===== config.mk =====
export PLATFORM = sky130hd
export DESIGN_NAME = oam_dma_ctrl
export DESIGN_NICKNAME = d
export VERILOG_FILES = /design/src/rtl/oam_dma_ctrl_pkg.sv /design/src/rtl/oam_dma_ctrl.sv
export SDC_FILE = /design/constraint.sdc
export NUM_CORES = 1
export LEC_CHECK = 0
export ABC_CLOCK_PERIOD_IN_PS = 3500
export BUFFER_PORTS_ARGS = -buffer_cell sky130_fd_sc_hd__clkbuf_2
export CORE_AREA = 2 2 85 87
export DETAILED_ROUTE_END_ITERATION = 6
export DIE_AREA = 0 0 87 89
export MAX_ROUTING_LAYER = met4
export PLACE_DENSITY = 0.44
export SETUP_SLACK_MARGIN = 0.05
export SLEW_MARGIN = 20
export SYNTH_ARGS = -nofsm -noshare
export SYNTH_HDL_FRONTEND = slang
export SYNTH_SLANG_ARGS = --single-unit

===== constraint.sdc =====
create_clock -name clk -period 3.5 [get_ports clk]
set_input_delay 0.525 -clock clk [delete_from_list [all_inputs] [get_ports clk]]
set_output_delay 0.525 -clock clk [all_outputs]
set_load 0.05 [all_outputs]

===== src/rtl/oam_dma_ctrl_pkg.sv =====
// Shared definitions for the OAM sprite DMA controller: bus widths,
// default trigger/destination addresses and the sequencer state type.
package oam_dma_ctrl_pkg;

    localparam int ADDR_WIDTH = 16;
    localparam int REG_WIDTH  = 8;

    // CPU write address that kicks off a sprite DMA (data = source page)
    localparam logic [ADDR_WIDTH-1:0] OAM_DMA_ADDR  = 16'h4014;
    // Sprite data port every DMA byte is written to
    localparam logic [ADDR_WIDTH-1:0] OAM_DATA_ADDR = 16'h2004;
    // Bytes moved per DMA
    localparam int OAM_XFER_LEN = 256;

    typedef enum logic [2:0] {
        DMA_IDLE,
        DMA_HALT_WAIT,
        DMA_ALIGN,
        DMA_READ,
        DMA_WRITE
    } dma_state_t;

    // True when the CPU cycle is a write to the DMA trigger register
    function automatic logic is_trigger(input logic [ADDR_WIDTH-1:0] addr,
                                        input logic                  r_w_n,
                                        input logic [ADDR_WIDTH-1:0] trig_addr);
        return (!r_w_n) && (addr == trig_addr);
    endfunction

endpackage


===== src/rtl/oam_dma_ctrl.sv =====
// OAM sprite DMA sequencer and memory-bus arbiter between the 6502 core
// and memory. A CPU write of page P to TRIGGER_ADDR halts the CPU and
// copies XFER_LEN bytes from {P,8'h00}.. to DEST_ADDR, one read/write
// pair per byte. Optional macro DMA_ODD_ALIGN_EN adds an extra ALIGN
// cycle whenever the parity counter is odd while aligning.
module oam_dma_ctrl
    import oam_dma_ctrl_pkg::*;
#(
    parameter logic [ADDR_WIDTH-1:0] TRIGGER_ADDR = OAM_DMA_ADDR,
    parameter logic [ADDR_WIDTH-1:0] DEST_ADDR    = OAM_DATA_ADDR,
    parameter int                    XFER_LEN     = OAM_XFER_LEN
) (
    input  logic                  clk,
    input  logic                  reset_n,
    input  logic [ADDR_WIDTH-1:0] cpu_addr,
    input  logic                  cpu_r_w_n,
    input  logic [REG_WIDTH-1:0]  cpu_dout,
    output logic [REG_WIDTH-1:0]  cpu_din,
    output logic                  cpu_rdy,
    output logic [ADDR_WIDTH-1:0] bus_addr,
    output logic                  bus_r_w_n,
    output logic [REG_WIDTH-1:0]  bus_dout,
    input  logic [REG_WIDTH-1:0]  bus_din,
    output logic                  dma_busy,
    output logic                  dma_done
);

    localparam logic [8:0] LAST_IDX = 9'(XFER_LEN - 1);

`ifdef DMA_ODD_ALIGN_EN
    localparam logic ODD_ALIGN = 1'b1;
`else
    localparam logic ODD_ALIGN = 1'b0;
`endif

    dma_state_t           state;
    dma_state_t           state_next;
    logic [8:0]           idx;
    logic [7:0]           page;
    logic [REG_WIDTH-1:0] data_q;
    logic                 parity;
    logic                 trigger;
    logic                 last_byte;
    logic                 align_hold;

    assign trigger    = is_trigger(cpu_addr, cpu_r_w_n, TRIGGER_ADDR);
    assign last_byte  = (idx == LAST_IDX);
    assign align_hold = ODD_ALIGN && parity;
    assign cpu_din    = bus_din;

    // State register; reset aborts any transfer in flight
    always_ff @(posedge clk or negedge reset_n) begin
        if (!reset_n) begin
            state <= DMA_IDLE;
        end else begin
            state <= state_next;
        end
    end

    // Next-state sequencing: trigger, wait for CPU read, align, then read/write pairs
    always_comb begin
        state_next = state;
        case (state)
            DMA_IDLE:      if (trigger)     state_next = DMA_HALT_WAIT;
            DMA_HALT_WAIT: if (cpu_r_w_n)   state_next = DMA_ALIGN;
            DMA_ALIGN:     if (!align_hold) state_next = DMA_READ;
            DMA_READ:      state_next = DMA_WRITE;
            DMA_WRITE:     state_next = last_byte ? DMA_IDLE : DMA_READ;
            default:       state_next = DMA_IDLE;
        endcase
    end

    // Transfer datapath: source page, byte index, read data latch, parity and done pulse
    always_ff @(posedge clk or negedge reset_n) begin
        if (!reset_n) begin
            idx      <= '0;
            page     <= '0;
            data_q   <= '0;
            parity   <= 1'b0;
            dma_done <= 1'b0;
        end else begin
            parity   <= ~parity;
            dma_done <= (state == DMA_WRITE) && last_byte;
            if ((state == DMA_IDLE) && trigger) begin
                page <= cpu_dout[7:0];
                idx  <= '0;
            end
            if (state == DMA_READ) begin
                data_q <= bus_din;
            end
            if ((state == DMA_WRITE) && !last_byte) begin
                idx <= idx + 9'd1;
            end
        end
    end

    // Bus ownership mux plus CPU halt and busy flags derived from the state
    always_comb begin
        bus_addr  = cpu_addr;
        bus_r_w_n = cpu_r_w_n;
        bus_dout  = cpu_dout;
        cpu_rdy   = 1'b0;
        dma_busy  = 1'b1;
        case (state)
            DMA_IDLE: begin
                cpu_rdy  = 1'b1;
                dma_busy = 1'b0;
            end
            DMA_HALT_WAIT: begin
                cpu_rdy  = 1'b0;
            end
            DMA_ALIGN: begin
                bus_addr  = DEST_ADDR;
                bus_r_w_n = 1'b1;
                bus_dout  = data_q;
            end
            DMA_READ: begin
                bus_addr  = {page, idx[7:0]};
                bus_r_w_n = 1'b1;
                bus_dout  = data_q;
            end
            DMA_WRITE: begin
                bus_addr  = DEST_ADDR;
                bus_r_w_n = 1'b0;
                bus_dout  = data_q;
            end
            default: begin
                cpu_rdy  = 1'b1;
                dma_busy = 1'b0;
            end
        endcase
    end

endmodule

==> impl_metrics.csv <==
group,metric,value,unit
synth,synth_edf_count,0,
cells_and_area,fin_nets,268,
power_and_ir_drop,powerDensity,1140,mW/mm^2
place,pre_cts_slack,1040,ps
floorplanning,pin_count,71,
critical_path,rrSetupSlack,1230,ps
global_routing,grt_overflow,0,
clock_network,cts.path.max_buffers,2,
flow_run,maxCapViolCount,0,
timing,worst_slew_pin_slew,766,ps
critical_path,cp_top_family,"buffers and inverters",
global_routing,grt_pass1_vias,1415,
clock_network,cts_buffers,5,
place,dpl_cell_area,0.00208,sq mm
power_and_ir_drop,p_leak,0.00106,uW
clock_network,clk_pin_slew,60,ps
synth,async_reset_ff_frac,1.00,
drt,drc,0,
global_routing,grt_pass1_wl,7230,microns
place,gp_congestion,0.741,
critical_path,cp_num_buf_inv,3,
cells_and_area,n_antenna_cell,0,
synth,synth_top_area_frac,0.420,
synth,synthFlopType,"dfrtp_1",
clock_network,h-tree-depth,2,
clock_network,worst_skew_pair.late_latency,280,ps
global_routing,track_usage,0.130,
timing,slew_viol_final,0,
timing,max_freq,367,MHz
timing,slew_headroom,0.490,
global_routing,grt_antenna_before_repair,0,
cells_and_area,final_cell_area,0.00219,sq mm
floorplanning,die_w,87,microns
floorplanning,die_h,89,microns
clock_network,cts_tree,"built",
drt,wl_per_cell,15.1,microns
synth,yosys.area.top_type,"dfrtp_1",
critical_path,cp.required,2970,ps
place,hpwl,3550,microns
synth,synthTopCellsByCount,"29 x dfrtp_1, 24 x mux2_2, 15 x nand2_1",
critical_path,slowest_stage,"and3_1",
timing,fin_setup_tns,0,ps
synth,syn_nets,206,
place,numPortBuffers,70,
floorplanning,start_util,0.257,
timing,finalCriticalPeriod,2720,ps
cells_and_area,syn_to_final_growth,26.7,%
synth,syn_area_per_cell,10.2,sq um
drt,via_per_inst,4.79,
timing,period_share,0.778,
status,outcome,"finished, final reports clean",
synth,ys_warn_count,0,
clock_network,hold_buffers,0,
critical_path,path_max_fanout,13,
power_and_ir_drop,peakVddDrop,358,uV
synth,ys_seq_area_frac,0.420,
global_routing,grt_max_degree,30,
timing,setup_ws,777,ps
timing,skew,4.63,ps
floorplanning,coreArea,0.00672,sq mm
synth,yosysUniqueCellTypes,35,
critical_path,worstPathArrival,2200,ps
timing,rsz0062_at_grt,"no",
drt,drt.antenna.violating_nets,0,
critical_path,crit_path_cell_trace,"inv_1, and3_1, buf_4, a22o_1, clkbuf_2",
floorplanning,rows,30,
critical_path,critPathLaunchType,"register",
clock_network,clock_sinks,29,
clock_network,cts-root-buf,"clkbuf_8",
cells_and_area,drive_above_1_share,0.481,
drt,num_vias,1491,
floorplanning,die-area,0.00774,sq mm
synth,yosysMostFrequentCell,"dfrtp_1",
drt,drtIter0Drc,73,
clock_network,post-cts-setup-buffers,0,
cells_and_area,fillers,694,
synth,synth_cells,169,
timing,hold_viol,0,
critical_path,cpPeakStageDelay,490,ps
drt,drtPass1Iterations,4,
synth,ys_seq_elements,29,
synth,syn_area,0.00173,sq mm
worst_hold_path,timing.hold.worst.class,"in2async",
critical_path,critPathCaptureType,"output port",
critical_path,path_class,"reg2out",
synth,synth_area_leaders,"dfrtp_1 42%, mux2_2 16%, a22o_1 7.1%, buf_4 3.9%, nand2_1 3.3%",
timing,setup_violations,0,
drt,drt_wl_total,4690,microns
clock_network,cts_resized,0,
## through the flow
step                 util  power, uW  hold slack [ps]  std cells
finish              0.326       2490              310        311
global route        0.326       2650              375        311
CTS                 0.326       2530              342        311
detailed placement  0.310       2180              494        304
global placement    0.310       2180              491        304
floorplan               -       1840              229        169
## flip-flops by register name, summed over array words and instances, names as in the netlist
name and count:
state 3, dma_done 1, data_q 8, page 8, idx 9
## power by group
| part | leakage [uW] | total, uW | switching, uW | internal [uW] |
|---|---|---|---|---|
| logic | 0.000644 | 1560 | 1090 | 469 |
| clock network | 0.0000540 | 334 | 128 | 207 |
| registers | 0.000365 | 597 | 143 | 454 |
## worst register-to-register path: cells and delay by family, from the launching register on
kind	cells	cell delay, ps
xor gates and xnor gates	1	160
DFF	1	430
and+or+nand+nor	5	1070
adders and majority gates	2	490
## routing by layer
metal	global-route usage	wire [microns]
met1	0.160	2080
met3	0.0342	237
met4	0.0554	95
met5	-	0
met2	0.201	2270
## final cells by class
class / instances / area, sq um / share of cell area
multi-input cells: 117 / 866 / 0.396
clock buffers: 5 / 68.8 / 0.0315
clock inverters: 2 / 35.0 / 0.0160
well taps: 80 / 100 / 0.0458
inverters: 5 / 18.8 / 0.00858
repair buffers: 73 / 373 / 0.170
flip-flops and latches: 29 / 726 / 0.332
## cells in the final DEF, fill, tap and decap left out
cell type,n
a31oi_1,1
o21ai_0,7
bufinv_16,1
or2b_1,1
a21oi_1,6
nor3b_1,1
xnor2_1,3
o22ai_1,4
nor4_1,2
dfrtp_1,29
o21a_1,1
clkinv_2,1
a22o_1,14
nor2b_1,2
clkbuf_2,70
buf_4,3
nor4b_1,1
ha_1,2
nor4b_2,1
nor2_1,7
nor3_2,1
a21oi_2,1
nor2_2,2
o211ai_1,1
o31a_1,1
and3_1,3
o211ai_2,1
or4b_4,1
clkbuf_8,5
nand3_1,5
or3_1,1
mux2_2,24
inv_1,5
mux2i_1,1
nand3b_1,1
nand2_1,15
nor3_1,6
## final timing paths
check	cells after the start	startpoint	end
min	1	reset_n	dma_done
max reg2reg	8	idx[0]	idx[5]
min reg2reg	1	data_q[2]	data_q[2]
min in group clk	2	bus_din[7]	data_q[7]
max in group asynchronous	1	reset_n	data_q[6]
max	5	state[2]	bus_addr[14]
## cell families after synthesis
| group | Yosys count | share of synthesized area |
|---|---|---|
| multiplexers | 25 | 0.162 |
| adder cells (fa/ha/maj) | 2 | 0.0145 |
| AO/OA/AOI/OAI | 37 | 0.151 |
| XOR/XNOR | 3 | 0.0152 |
| flip-flops | 29 | 0.420 |
| AND/OR/NAND/NOR | 50 | 0.157 |
| buffers and inverters | 23 | 0.0804 |
Power figures use the tool's default switching activity.
